## config.mk

```make
export PLATFORM = sky130hd
export DESIGN_NAME = button_conditioner
export DESIGN_NICKNAME = d
export VERILOG_FILES = /design/src/rtl/asap_pkg.sv /design/src/rtl/debounce_channel.sv /design/src/rtl/button_conditioner.sv
export SDC_FILE = /design/constraint.sdc
export NUM_CORES = 1
export LEC_CHECK = 0
export BUFFER_PORTS_ARGS = -buffer_cell sky130_fd_sc_hd__buf_2
export CAP_MARGIN = 0
export CELL_PAD_IN_SITES_DETAIL_PLACEMENT = 0
export CELL_PAD_IN_SITES_GLOBAL_PLACEMENT = 2
export CORE_ASPECT_RATIO = 1.1
export CORE_MARGIN = 8
export CORE_UTILIZATION = 38
export CTS_CLUSTER_DIAMETER = 120
export DETAILED_ROUTE_END_ITERATION = 6
export PLACE_DENSITY = 0.74
export SYNTH_ARGS = -nofsm -noshare
export SYNTH_HDL_FRONTEND = slang
export SYNTH_SLANG_ARGS = --single-unit
```

## constraint.sdc

```tcl
create_clock -name clk_i -period 2.5 [get_ports clk_i]
set_input_delay 0.25 -clock clk_i [delete_from_list [all_inputs] [get_ports clk_i]]
set_output_delay 0.25 -clock clk_i [all_outputs]
set_load 0.05 [all_outputs]
```

## src/rtl/asap_pkg.sv

```systemverilog
// Shared types and clock-derived defaults for the button front end.
package asap_pkg;

  typedef enum logic [1:0] {
    IDLE         = 2'd0,
    PRESS_WAIT   = 2'd1,
    PRESSED      = 2'd2,
    RELEASE_WAIT = 2'd3
  } btn_state_t;

  localparam int unsigned CLK_HZ        = 25_000_000;
  localparam int unsigned DEBOUNCE_10MS = CLK_HZ / 100;

endpackage

```

## src/rtl/debounce_channel.sv

```systemverilog
// One button channel: 2-flop synchronizer, debounce FSM with down-time counter,
// registered level and single-cycle press/release pulses.
//
// state        | meaning
// IDLE         | released and accepted; waiting for s=1
// PRESS_WAIT   | s=1 seen, counting qualification cycles
// PRESSED      | press accepted, level=1
// RELEASE_WAIT | s=0 seen while pressed, counting; level still 1
module debounce_channel
  import asap_pkg::*;
#(
  parameter int unsigned DEBOUNCE_CYCLES = DEBOUNCE_10MS,
  parameter int unsigned CNT_W           = $clog2(DEBOUNCE_CYCLES)
) (
  input  logic clk_i,
  input  logic rst,
  input  logic i_btn,
  output logic o_level,
  output logic o_press,
  output logic o_release
);

  localparam logic [CNT_W-1:0] CNT_LAST = CNT_W'(DEBOUNCE_CYCLES - 1);

  logic [1:0]       r_sync;
  btn_state_t       r_state;
  logic [CNT_W-1:0] r_cnt;
  logic             r_level;
  logic             r_press;
  logic             r_release;

  btn_state_t       w_state_nxt;
  logic [CNT_W-1:0] w_cnt_nxt;
  logic             w_s;

  assign w_s = r_sync[1];

  always_ff @(posedge clk_i) begin
    if (rst) begin
      r_sync    <= '0;
      r_state   <= IDLE;
      r_cnt     <= '0;
      r_level   <= 1'b0;
      r_press   <= 1'b0;
      r_release <= 1'b0;
    end else begin
      r_sync    <= {r_sync[0], i_btn};
      r_state   <= w_state_nxt;
      r_cnt     <= w_cnt_nxt;
      r_level   <= (w_state_nxt == PRESSED) || (w_state_nxt == RELEASE_WAIT);
      r_press   <= (r_state == PRESS_WAIT) && (w_state_nxt == PRESSED);
      r_release <= (r_state == RELEASE_WAIT) && (w_state_nxt == IDLE);
    end
  end

  // The state leaves a WAIT state at CNT_LAST, so the counter cannot wrap.
  always_comb begin
    w_state_nxt = r_state;
    w_cnt_nxt   = r_cnt;
    unique case (r_state)
      IDLE: begin
        if (w_s) begin
          w_state_nxt = PRESS_WAIT;
          w_cnt_nxt   = '0;
        end
      end
      PRESS_WAIT: begin
        if (!w_s)                   w_state_nxt = IDLE;
        else if (r_cnt == CNT_LAST) w_state_nxt = PRESSED;
        else                        w_cnt_nxt   = r_cnt + CNT_W'(1);
      end
      PRESSED: begin
        if (!w_s) begin
          w_state_nxt = RELEASE_WAIT;
          w_cnt_nxt   = '0;
        end
      end
      RELEASE_WAIT: begin
        if (w_s)                    w_state_nxt = PRESSED;
        else if (r_cnt == CNT_LAST) w_state_nxt = IDLE;
        else                        w_cnt_nxt   = r_cnt + CNT_W'(1);
      end
      default: begin
        w_state_nxt = IDLE;
        w_cnt_nxt   = '0;
      end
    endcase
  end

  assign o_level   = r_level;
  assign o_press   = r_press;
  assign o_release = r_release;

endmodule

```

## src/rtl/button_conditioner.sv

```systemverilog
// Button front end: pad polarity correction and one debounce channel per button,
// packed onto the level/press/release buses.
module button_conditioner
  import asap_pkg::*;
#(
  parameter int unsigned NUM_BTN         = 3,
  parameter int unsigned DEBOUNCE_CYCLES = DEBOUNCE_10MS,
  parameter bit          ACTIVE_LOW      = 1'b1,
  localparam int unsigned CNT_W          = $clog2(DEBOUNCE_CYCLES)
) (
  input  logic               clk_i,
  input  logic               rst,
  input  logic [NUM_BTN-1:0] btn_raw_i,
  output logic [NUM_BTN-1:0] btn_level_o,
  output logic [NUM_BTN-1:0] btn_press_o,
  output logic [NUM_BTN-1:0] btn_release_o
);

  logic [NUM_BTN-1:0] w_btn;

  // Inverted before synchronizing so every channel works in "1 = pressed".
  assign w_btn = ACTIVE_LOW ? ~btn_raw_i : btn_raw_i;

  for (genvar g = 0; g < NUM_BTN; g++) begin : g_ch
    debounce_channel #(
      .DEBOUNCE_CYCLES (DEBOUNCE_CYCLES),
      .CNT_W           (CNT_W)
    ) u_ch (
      .clk_i     (clk_i),
      .rst       (rst),
      .i_btn     (w_btn[g]),
      .o_level   (btn_level_o[g]),
      .o_press   (btn_press_o[g]),
      .o_release (btn_release_o[g])
    );
  end

endmodule

```

=== Word-level counts from Yosys, hierarchy flattened ===
Cells that the tools add are included.

* Flip-flop bits (word level): 75
* Input port bits: 5

* Bitwise gates (word level): 1
* Mux-type cells: 39
* Add/subtract/negate cells: 3
* Equal/unequal tests: 30
* Reductions and logical operators: 18

{| class="wikitable"
|+ Operators with widths
! operator !! number
|-
| 2-to-1 mux 18 bit || 15
|-
| one-hot mux 18 bit (4 select lines) || 3
|-
| adder 18 x 1 -> 18 bit (second input constant) || 3
|-
| equality test 18 bit (second input constant) || 3
|-
| 2-to-1 mux 2 bit || 18
|-
| equality test 2 bit (second input constant) || 12
|-
| one-hot mux 2 bit (4 select lines) || 3
|-
| logical NOT 2 bit || 6
|-
| != test 2 x 1 -> 1 bit (second input constant) || 6
|-
| != test 2 bit (second input constant) || 6
|-
| AND reduction 4 bit || 3
|-
| equality test 2 x 1 -> 1 bit (second input constant) || 3
|-
| logical AND 1 bit || 6
|-
| logical OR 1 bit || 3
|-
| NOT 3 bit || 1
|}

=== Depth between registers and ports, before layout ===
Gate-level depths: netlist of the first run.

* Depth in word-level cells: 6
* Mapped depth: 7
* Gate-level depth less buffers: 6

=== Cells and area by module ===
From an unflattened synthesis of the first run, not the netlist that was laid out.

* Cells, all modules: 411
* Area, all modules: 3,483.3 um^2

{| class="wikitable"
|+ By module, submodules not included
! module !! sequential area each (um^2) !! cells an instance !! area an instance (um^2) !! times used
|-
| debounce_channel || 480.5 || 136 || 1,157.4 || 3
|-
| button_conditioner || 0.0 || 3 || 11.3 || 1
|}

=== Worst setup path before layout of the first run ===
No wires, ideal clock.

* Path kind: flip-flop to flip-flop
* Start: reg g_ch[0].u_ch.r_cnt[0]
* End: reg g_ch[0].u_ch.r_cnt[13]
* Clock period less this slack: 1.896 ns
* Data required time: 2.384 ns
* Slack: 0.604 ns
* Cell stages (with the launch flop): 7
* Arrival time: 1.779 ns
* Cells stage by stage: dfxtp_1 -> ha_1 -> and3_1 -> and3_1 -> a2111oi_4 -> a311oi_1 -> a41o_1

* Longest elaborated chain between the ends: 4

{| class="wikitable"
|+ Ends and longest elaborated chain
! item !! RTL line !! RTL
|-
| start: declaration || debounce_channel.sv:27 || <nowiki>logic [CNT_W-1:0] r_cnt;</nowiki>
|-
| start signal: assignment || debounce_channel.sv:49 || <nowiki>r_cnt <= w_cnt_nxt;</nowiki>
|-
| adder 18 x 1 -> 18 bit or equality test 18 bit (tied branches) || -- ||
|-
| 2-to-1 mux 18 bit (*) || debounce_channel.sv:69, debounce_channel.sv:80 ||
|-
| 2-to-1 mux 18 bit, on equally long branches || debounce_channel.sv:79, debounce_channel.sv:68 ||
|-
| one-hot mux 18 bit (4 select lines) (*) || debounce_channel.sv:60 || <nowiki>unique case (r_state)</nowiki>
|}

Every way passes the cells marked *; elsewhere a longest branch is shown, timed or not. The select of a mux whose other input is x is not followed.
A chain may end at the register's enable or synchronous reset.

=== Worst setup path in the final report of the first run ===
* Start: reg g_ch[0].u_ch.r_cnt[0]
* End: reg g_ch[0].u_ch.r_cnt[15]

Same word-level chain as after synthesis.

==> results of run 1 <==
## flip-flops by register name, indices dropped and copies added, names as in the netlist
register	flops
g_ch.u_ch.o_level	3
g_ch.u_ch.o_press	3
g_ch.u_ch.o_release	3
g_ch.u_ch.r_cnt	54
g_ch.u_ch.r_state	6
g_ch.u_ch.r_sync	6
## how the worst max path moves through the flow
stage / from / end / slack [ns] / cells past startpoint
detailed placement: g_ch[0].u_ch.r_cnt[0] / g_ch[0].u_ch.r_cnt[17] / 0.44 / 6
CTS: g_ch[0].u_ch.r_cnt[0] / g_ch[0].u_ch.r_cnt[15] / 0.37 / 6
finish: g_ch[0].u_ch.r_cnt[0] / g_ch[0].u_ch.r_cnt[15] / 0.39 / 6
floorplan: g_ch[0].u_ch.r_cnt[0] / g_ch[0].u_ch.r_cnt[13] / 0.60 / 6
global placement: g_ch[0].u_ch.r_cnt[0] / g_ch[0].u_ch.r_cnt[15] / 0.45 / 6
global route: g_ch[0].u_ch.r_cnt[0] / g_ch[0].u_ch.r_cnt[15] / 0.18 / 6
## cell type report
class	count	area (um^2)
clock buffers	11	141
clock inverters	5	52.6
fillers	900	5090
inverters	11	41.3
multi-input cells	282	1770
flip-flops and latches	75	1500
well taps	114	143
repair buffers	22	133
## metal layers
layer,vias to the layer above,wire length (um),track usage [%],part of all wire (%)
met5,-,0,0,0
met4,0,118,6.76,1.6
met3,10,188,2.95,2.5
met2,24,3400,19.7,45
met1,1316,3770,16.6,50
li1,1423,-,-,-
## cell usage after synthesis, types with 4 or more instances
master,n
sky130_fd_sc_hd__nor4b_1,11
sky130_fd_sc_hd__inv_1,11
sky130_fd_sc_hd__dfxtp_1,75
sky130_fd_sc_hd__a21oi_1,15
sky130_fd_sc_hd__xor2_1,17
sky130_fd_sc_hd__or3_1,6
sky130_fd_sc_hd__or4_1,7
sky130_fd_sc_hd__clkbuf_1,10
sky130_fd_sc_hd__o21ai_0,11
sky130_fd_sc_hd__a32o_1,6
sky130_fd_sc_hd__nor2_1,50
sky130_fd_sc_hd__and3_1,11
sky130_fd_sc_hd__o21ai_1,4
sky130_fd_sc_hd__nor3_1,11
sky130_fd_sc_hd__mux2i_1,4
sky130_fd_sc_hd__nand2_1,28
sky130_fd_sc_hd__nand4_1,12
sky130_fd_sc_hd__xnor2_1,12
sky130_fd_sc_hd__buf_4,10
sky130_fd_sc_hd__nand3_1,27
## worst register-to-register path, stage by stage (launching register included)
cell,delay [ns]
sky130_fd_sc_hd__dfxtp_1,0.35
sky130_fd_sc_hd__ha_1,0.26
sky130_fd_sc_hd__and3_1,0.21
sky130_fd_sc_hd__and3_1,0.21
sky130_fd_sc_hd__a2111oi_4,0.56
sky130_fd_sc_hd__a311oi_1,0.17
sky130_fd_sc_hd__a41o_1,0.25
## logic make-up after synthesis
logic type / after synthesis / share of synthesized area (%)
simple gates: 187 / 29.2
flops: 75 / 43.4
compound gates: 58 / 11.9
buf+inv: 37 / 5.42
xor+xnor: 30 / 7.81
mux: 4 / 1.16
fa+ha+maj: 3 / 1.09
## power by group through the flow
stage               sequential [mW]  clock [mW]  combinational (mW)
floorplan                      1.23           0              0.0496
global placement               1.24           0              0.0722
detailed placement             1.24           0              0.0726
CTS                            1.21       0.972              0.0730
global route                   1.21        1.02              0.0801
finish                         1.21       0.929              0.0707
## cells in the final DEF, fill, tap and decap left out, types with 4 or more instances in the layout
cell type                  Yosys  final
sky130_fd_sc_hd__xor2_1       17     17
sky130_fd_sc_hd__a21oi_1      15     15
sky130_fd_sc_hd__dfxtp_1      75     75
sky130_fd_sc_hd__mux2i_1       4      4
sky130_fd_sc_hd__xnor2_1      12     12
sky130_fd_sc_hd__clkbuf_8      0     10
sky130_fd_sc_hd__nand3_1      27     27
sky130_fd_sc_hd__buf_2         2     13
sky130_fd_sc_hd__o21ai_0      11     11
sky130_fd_sc_hd__nor3_1       11     11
sky130_fd_sc_hd__nand2_1      28     28
sky130_fd_sc_hd__o21ai_1       4      4
sky130_fd_sc_hd__or3_1         6      6
sky130_fd_sc_hd__or4_1         7      7
sky130_fd_sc_hd__nor4b_1      11     11
sky130_fd_sc_hd__nand4_1      12     12
sky130_fd_sc_hd__a32o_1        6      6
sky130_fd_sc_hd__nor2_1       50     50
sky130_fd_sc_hd__inv_1        11     11
sky130_fd_sc_hd__buf_4        10      9
sky130_fd_sc_hd__and3_1       11     11
==> insert_results.sql, run 1 <==
INSERT INTO impl_metrics (metric_group, metric, value, unit) VALUES
('outcome', 'outcome', 'completed', ''),
('floorplan', 'placement_rows', '36', ''),
('floorplan', 'initial_util', '39.0', '%'),
('sta', 'hold_violations', '0', ''),
('clocking', 'clock_tree_from_tritoncts', 'done', ''),
('worst_setup_path', 'cp_data_required_time', '2.74', 'ns'),
('job', 'maxCapViolations', '0', ''),
('worst_setup_path', 'cpLargestDelayFamily', 'compound AO/OA/AOI/OAI gates', ''),
('worst_setup_path', 'ff2ff_setup_slack', '0.39', 'ns'),
('finish', 'layout.core_utilization', '42.6', '%'),
('power', 'p_per_area', '584', 'nW/um^2'),
('global_route', 'track_usage', '12.9', '%'),
('sta', 'final_min_period_over_clock_period', '84.6', '%'),
('global_route', 'global_route_wire_length_before_repair', '12900', 'um'),
('sta', 'setup_viol', '0', ''),
('detailed_routing', 'vias', '2773', ''),
('clocking', 'htree_num_levels', '3', ''),
('detailed_routing', 'drtIter0Drc', '136', ''),
('detailed_routing', 'drt_pre_antenna_iters', '6', ''),
('clocking', 'cts_resized', '0', ''),
('worst_setup_path', 'crit_arrival', '2.35', 'ns'),
('yosys', 'post_synth.cell_area_avg', '8.78', 'um^2'),
('worst_setup_path', 'critPathKind', 'flop to flop', ''),
('yosys', 'post_synth_inst_count', '394', ''),
('sta', 'tns', '0', 'ns'),
('global_route', 'first_global_vias', '2662', ''),
('worst_setup_path', 'timing.critical_path.mode_cell', 'sky130_fd_sc_hd__and3_1', ''),
('min_path', 'worstHoldEndpoint', 'g_ch[1].u_ch.r_sync[0]', ''),
('clocking', 'cts.hold.buffers_added', '0', ''),
('clocking', 'insertion_delay', '0.35', 'ns'),
('power', 'power.switching', '0.501', 'mW'),
('clocking', 'clk_pin_slew', '0.08', 'ns'),
('power', 'overall_power_of_the_completed_layout', '2.21', 'mW'),
('worst_setup_path', 'worstPathBufferInverterCount', '0', ''),
('power', 'vdd.ir_drop.worst', '0.276', 'mV'),
('placed_design', 'placed_cells', '504', ''),
('yosys', 'synth_seq_cells', '75', ''),
('finish', 'synthToLayoutAreaGrowth', '9.33', '%'),
('sta', 'period_minus_slack', '2.11', 'ns'),
('power', 'sw_frac_of_total', '22.7', '%'),
('global_route', 'initial_antenna_violation_count', '0', ''),
('detailed_routing', 'final_routed_drc_violation_total', '0', ''),
('placed_design', 'io_buffer_count', '13', ''),
('finish', 'post_layout_nonfiller_instances', '520', ''),
('clocking', 'postCtsSetupBuffers', '0', ''),
('placed_design', 'dp_hpwl', '5150', 'um'),
('min_path', 'whs_path_depth', '2', ''),
('floorplan', 'die_width', '107', 'um'),
('floorplan', 'die_y', '116', 'um'),
('sta', 'clock.fmax', '0.473', 'GHz'),
('yosys', 'synth-async-reset-ratio', '0', '%'),
('yosys', 'synth.largest_area_cell', 'sky130_fd_sc_hd__dfxtp_1', ''),
('global_route', 'grt_overflow', '0', ''),
('yosys', 'number_of_enable_type_register_cells_in_the_synthesized_netlist', '0', ''),
('yosys', 'synth_warnings', '0', ''),
('worst_setup_path', 'timing.reg2reg.worst_path_depth', '6', ''),
('sta', 'worst_hold_margin', '0.0521', 'ns'),
('worst_setup_path', 'cpPeakStageDelay', '0.56', 'ns'),
('detailed_routing', 'drt-wirelength-per-cell', '14.4', 'um'),
('sta', 'timing.slew.headroom', '31.4', '%'),
('yosys', 'sequential_cell_area_fraction_in_the_yosys_report', '43.4', '%'),
('placed_design', 'placement.setup.worst_slack', '0.439', 'ns'),
('yosys', 'netlist.area_leader.share', '43.4', '%'),
('yosys', 'post_synth_num_cell_types', '54', ''),
('detailed_routing', 'route.antenna.remaining_nets', '0', ''),
('global_route', 'grt_start_max_net_pins', '30', ''),
('clocking', 'cts_root_buffer', 'sky130_fd_sc_hd__clkbuf_8', ''),
('finish', 'layout.cell_area.non_filler', '3780', 'um^2'),
('sta', 'final.setup.worst_slack', '0.386', 'ns'),
('placed_design', 'gp_congestion', '0.724', ''),
('sta', 'final_max_slew_viol_count', '0', '');
No activity file was read; power rests on OpenSTA's default activity.
==> run 2: changes to the inputs <==
--- a/config.mk
+++ b/config.mk
@@ -5,16 +5,17 @@
 export SDC_FILE = /design/constraint.sdc
 export NUM_CORES = 1
 export LEC_CHECK = 0
+export ABC_AREA = 1
 export BUFFER_PORTS_ARGS = -buffer_cell sky130_fd_sc_hd__buf_2
 export CAP_MARGIN = 0
 export CELL_PAD_IN_SITES_DETAIL_PLACEMENT = 0
 export CELL_PAD_IN_SITES_GLOBAL_PLACEMENT = 2
 export CORE_ASPECT_RATIO = 1.1
 export CORE_MARGIN = 8
-export CORE_UTILIZATION = 38
+export CORE_UTILIZATION = 31
 export CTS_CLUSTER_DIAMETER = 120
 export DETAILED_ROUTE_END_ITERATION = 6
-export PLACE_DENSITY = 0.74
+export PLACE_DENSITY = 0.71
 export SYNTH_ARGS = -nofsm -noshare
 export SYNTH_HDL_FRONTEND = slang
 export SYNTH_SLANG_ARGS = --single-unit
==> constraint.sdc (replaced) <==
create_clock -name clk_i -period 1.7 [get_ports clk_i]
set_input_delay 0.17 -clock clk_i [delete_from_list [all_inputs] [get_ports clk_i]]
set_output_delay 0.17 -clock clk_i [all_outputs]
set_load 0.05 [all_outputs]
==> run 2 against run 1 <==
Against the previous run:
- global-route usage rose by 0.34 points
- sequential share of layout area fell by 9.1 points
- design area rose by 30%
- non-clock buffer count rose by 36
- fmax rose by 37%
- power rose by 80%
- setup slack got worse by 0.22 ns
- synthesized cell count rose by 62%
- utilization fell by 5.3 points
- clock skew fell by 0.0034 ns
- wire length rose by 48%
- largest cell class unchanged
- highest routed layer unchanged
==> insert_results.sql, run 2 <==
INSERT INTO impl_metrics (metric_group, metric, value, unit) VALUES
('floorplan', 'number_of_primary_i_o_pins', '14', ''),
('yosys', 'post_synth.cell_area_avg', '6.50', 'um^2'),
('detailed_routing', 'wirelength', '11000', 'um'),
('yosys', 'largest_family_of_logic_cells_by_synthesized_area', 'simple AND/OR/NAND/NOR gates', ''),
('global_route', 'track_usage', '13.2', '%'),
('global_route', 'global_route_wire_length_before_repair', '18300', 'um'),
('detailed_routing', 'final_routed_drc_violation_total', '0', ''),
('detailed_routing', 'vias', '3925', ''),
('floorplan', 'die_area', '17300', 'um^2'),
('clocking', 'clk_pin_slew', '0.06', 'ns'),
('min_path', 'timing.hold.worst.class', 'input port to flop', ''),
('yosys', 'synth-compound-area-share', '6.25', '%'),
('clocking', 'clock_tree_from_tritoncts', 'done', ''),
('detailed_routing', 'drtIter0Drc', '206', ''),
('worst_setup_path', 'kind_of_end_point_of_the_critical_path', 'flop', ''),
('sta', 'tns', '0', 'ns'),
('worst_setup_path', 'reg2reg_to', 'g_ch[1].u_ch.r_cnt[10]', ''),
('job', 'maxCapViolations', '0', ''),
('placed_design', 'placement.setup.worst_slack', '0.0379', 'ns'),
('yosys', 'synth.cells.most_frequent', 'sky130_fd_sc_hd__nand2_1, sky130_fd_sc_hd__nor2_1, sky130_fd_sc_hd__dfxtp_1', ''),
('worst_setup_path', 'reg2reg_from', 'g_ch[1].u_ch.r_cnt[1]', ''),
('power', 'cellInternalPower', '3.02', 'mW'),
('clocking', 'cts_buffer_depth', '2', ''),
('sta', 'finalClockSkew', '0.00570', 'ns'),
('yosys', 'post_synth_main_area_contributors', 'sky130_fd_sc_hd__dfxtp_1, sky130_fd_sc_hd__nand2_1, sky130_fd_sc_hd__nor2_1, sky130_fd_sc_hd__nand3_1, sky130_fd_sc_hd__inv_1', ''),
('sta', 'hold_violations', '0', ''),
('finish', 'post_layout_nonfiller_instances', '846', ''),
('placed_design', 'gp_congestion', '0.790', ''),
('global_route', 'initial_antenna_violation_count', '0', ''),
('yosys', 'post-synth-top-count-cell', 'sky130_fd_sc_hd__nand2_1', ''),
('yosys', 'synthesis.nets', '645', ''),
('power', 'power.switching', '0.958', 'mW'),
('clocking', 'cts.sinks', '75', ''),
('placed_design', 'placed_cells', '824', ''),
('finish', 'drive_above_1_share', '14.9', '%'),
('power', 'clock_power_share', '51.5', '%'),
('yosys', 'post_synth_num_cell_types', '35', ''),
('power', 'sw_frac_of_total', '24.1', '%'),
('finish', 'register_bank_with_the_most_flops', 'g_ch.u_ch.r_cnt', ''),
('yosys', 'number_of_enable_type_register_cells_in_the_synthesized_netlist', '0', ''),
('finish', 'largest_registers', 'g_ch.u_ch.r_cnt x54, g_ch.u_ch.r_state x6, g_ch.u_ch.r_sync x6', ''),
('floorplan', 'initial_util', '31.5', '%'),
('yosys', 'synth_simple_gate_area_share', '41.7', '%'),
('clocking', 'insertion_delay', '0.34', 'ns'),
('worst_setup_path', 'timing.reg2reg.worst_path_depth', '11', ''),
('yosys', 'synth.largest_area_cell', 'sky130_fd_sc_hd__dfxtp_1', ''),
('sta', 'final.setup.worst_slack', '0.162', 'ns'),
('detailed_routing', 'vias_per_cell', '4.64', ''),
('worst_setup_path', 'critPathKind', 'flop to flop', ''),
('yosys', 'netlist.area_leader.share', '36.2', '%'),
('finish', 'mostFrequentLayoutCells', 'sky130_fd_sc_hd__nand2_1, sky130_fd_sc_hd__nor2_1, sky130_fd_sc_hd__dfxtp_1', ''),
('yosys', 'synth-async-reset-ratio', '0', '%'),
('yosys', 'post_synth_fa_ha_maj_area_fraction', '0.906', '%'),
('global_route', 'first_global_vias', '3773', ''),
('sta', 'clock.fmax', '0.650', 'GHz'),
('floorplan', 'die_width', '126', 'um'),
('finish', 'synthToLayoutAreaGrowth', '18.6', '%'),
('yosys', 'sequential_cell_area_fraction_in_the_yosys_report', '36.2', '%'),
('yosys', 'post_synth_mux_area_share', '0', '%'),
('worst_setup_path', 'cp-start-kind', 'flop', ''),
('yosys', 'synth_seq_cells', '75', ''),
('finish', 'most_common_cell_after_layout_fill_and_taps_aside', 'sky130_fd_sc_hd__nand2_1', ''),
('worst_setup_path', 'critical_path.endpoint', 'g_ch[1].u_ch.r_cnt[10]', ''),
('power', 'leakagePower', '1.84', 'nW'),
('power', 'vdd.ir_drop.worst', '0.467', 'mV'),
('floorplan', 'placement_rows', '44', ''),
('sta', 'worst_hold_margin', '0.265', 'ns'),
('worst_setup_path', 'ff2ff_setup_slack', '0.16', 'ns'),
('clocking', 'htree_num_levels', '3', ''),
('placed_design', 'dp_hpwl', '8230', 'um'),
('floorplan', 'die_y', '137', 'um'),
('clocking', 'cts_buffer_count', '9', ''),
('global_route', 'grt_start_max_net_pins', '48', ''),
('power', 'seqPwrFrac', '44.8', '%'),
('power', 'overall_power_of_the_completed_layout', '3.97', 'mW'),
('sta', 'timing.slew.headroom', '71.1', '%'),
('worst_setup_path', 'crit_arrival', '1.78', 'ns'),
('sta', 'final_max_slew_viol_count', '0', ''),
('detailed_routing', 'drt-wirelength-per-cell', '13.1', 'um'),
('sta', 'period_minus_slack', '1.54', 'ns'),
('detailed_routing', 'drt_pre_antenna_iters', '4', ''),
('worst_setup_path', 'timing.critical_path.from', 'g_ch[1].u_ch.r_cnt[1]', ''),
('yosys', 'mappedNetlistArea', '4140', 'um^2'),
('sta', 'final_min_period_over_clock_period', '90.5', '%'),
('yosys', 'synth-main-ff-cell', 'sky130_fd_sc_hd__dfxtp_1', ''),
('yosys', 'post_synth_inst_count', '637', ''),
('clocking', 'cts_root_buffer', 'sky130_fd_sc_hd__clkbuf_16', ''),
('yosys', 'xor_and_xnor_fraction_of_the_mapped_netlist_area', '4.02', '%'),
('power', 'p_per_area', '809', 'nW/um^2'),
('worst_setup_path', 'cp_data_required_time', '1.94', 'ns'),
('power', 'combPwrFrac', '3.7', '%'),
('finish', 'nNetsFinal', '688', ''),
('sta', 'worst_slew_pin_slew', '0.432', 'ns'),
('floorplan', 'floorplan.core_area', '13200', 'um^2'),
('sta', 'setup_viol', '0', ''),
('placed_design', 'io_buffer_count', '13', ''),
('detailed_routing', 'route.antenna.remaining_nets', '0', ''),
('yosys', 'synth_warnings', '0', ''),
('sta', 'rsz0062_at_grt', 'yes', ''),
('finish', 'antenna_cells_inserted', '0', ''),
('outcome', 'outcome', 'completed', ''),
('finish', 'largest_register_ffs', '54', ''),
('global_route', 'grt_overflow', '0', ''),
('worst_setup_path', 'cp_max_fo', '14', '');
run 2: cell count changes after synthesis, sizes merged, moves of 6 or more:
| cell | delta |
|---|---|
| nand2 | +131 |
| xnor2 | -12 |
| inv | +53 |
| nand4 | +8 |
| buf | +7 |
| a32o | -6 |
| nor4b | -11 |
| nand3 | +28 |
| and3 | -11 |
| or3 | -6 |
| a21oi | +13 |
| clkbuf | -7 |
| or4 | -7 |
| nor2 | +95 |
run 2: final cells by class:
| type | instances | area, um^2 |
|---|---|---|
| fillers | 1456 | 8250 |
| well taps | 161 | 201 |
| clock inverters | 6 | 70.1 |
| multi-input cells | 471 | 2220 |
| inverters | 65 | 248 |
| clock buffers | 10 | 239 |
| repair buffers | 58 | 427 |
| flip-flops and latches | 75 | 1500 |
run 2: worst min-delay path by stage:
stage | from | cells past startpoint | end | slack [ns]
2_1_floorplan | btn_raw_i[0] | 1 | g_ch[0].u_ch.r_sync[0] | 0.24
3_3_place_gp | btn_raw_i[0] | 2 | g_ch[0].u_ch.r_sync[0] | 0.33
3_5_place_dp | btn_raw_i[0] | 2 | g_ch[0].u_ch.r_sync[0] | 0.33
4_1_cts | rst | 3 | g_ch[0].u_ch.r_sync[0] | 0.27
5_1_grt | rst | 3 | g_ch[0].u_ch.r_sync[0] | 0.30
6_report | rst | 3 | g_ch[0].u_ch.r_sync[0] | 0.26
run 2: logic make-up (layout without fill, tap and decap cells):
group                      after synthesis  in the layout
buffers and inverters                   91            139
AOI/OAI and AO/OA                       48             48
and+or+nand+nor                        401            401
DFF                                     75             75
adders and majority gates                3              3
xor gates and xnor gates                19             19
run 2: worst max-delay path, stage by stage, from the launching register on:
cell and delay (ns):
sky130_fd_sc_hd__dfxtp_2 0.33, sky130_fd_sc_hd__ha_2 0.18, sky130_fd_sc_hd__nand2_2 0.08, sky130_fd_sc_hd__clkinv_2 0.09, sky130_fd_sc_hd__nand2_4 0.08, sky130_fd_sc_hd__nor2_4 0.04, sky130_fd_sc_hd__nand3_4 0.08, sky130_fd_sc_hd__nand2_2 0.07
sky130_fd_sc_hd__inv_2 0.25, sky130_fd_sc_hd__nand3_1 0.11, sky130_fd_sc_hd__nand2_1 0.08, sky130_fd_sc_hd__nor2_1 0.04
run 2: layer usage:
layer,vias up,routed length (um),GRT usage (%)
met5,-,0,0
met4,0,148,4.55
met3,13,295,2.79
met2,39,5220,23.3
met1,1767,5390,15.8
li1,2106,-,-
run 2: repair_timing:
action | 4_1_cts | 5_1_grt
setup buffers | 0 | 3
endpoints found under the setup margin | 0 | 50
hold buffers | 3 | 0
endpoints found under the hold margin | 3 | 0
resized for setup | 0 | 18
run 2: stage by stage:
stage	utilization [%]	cell area, um^2
floorplan	-	4140
global placement	34.3	4510
detailed placement	34.3	4510
CTS	36.8	4850
global route	37.3	4910
finish	37.3	4910
run 2: power groups by stage:
| stage | clock, mW | sequential [mW] | combinational, mW |
|---|---|---|---|
| after floorplan | 0 | 1.82 | 0.0956 |
| after global placement | 0 | 1.82 | 0.143 |
| after detailed placement | 0 | 1.82 | 0.142 |
| after CTS | 2.11 | 1.78 | 0.148 |
| after global routing | 2.17 | 1.78 | 0.167 |
| final | 2.05 | 1.78 | 0.148 |
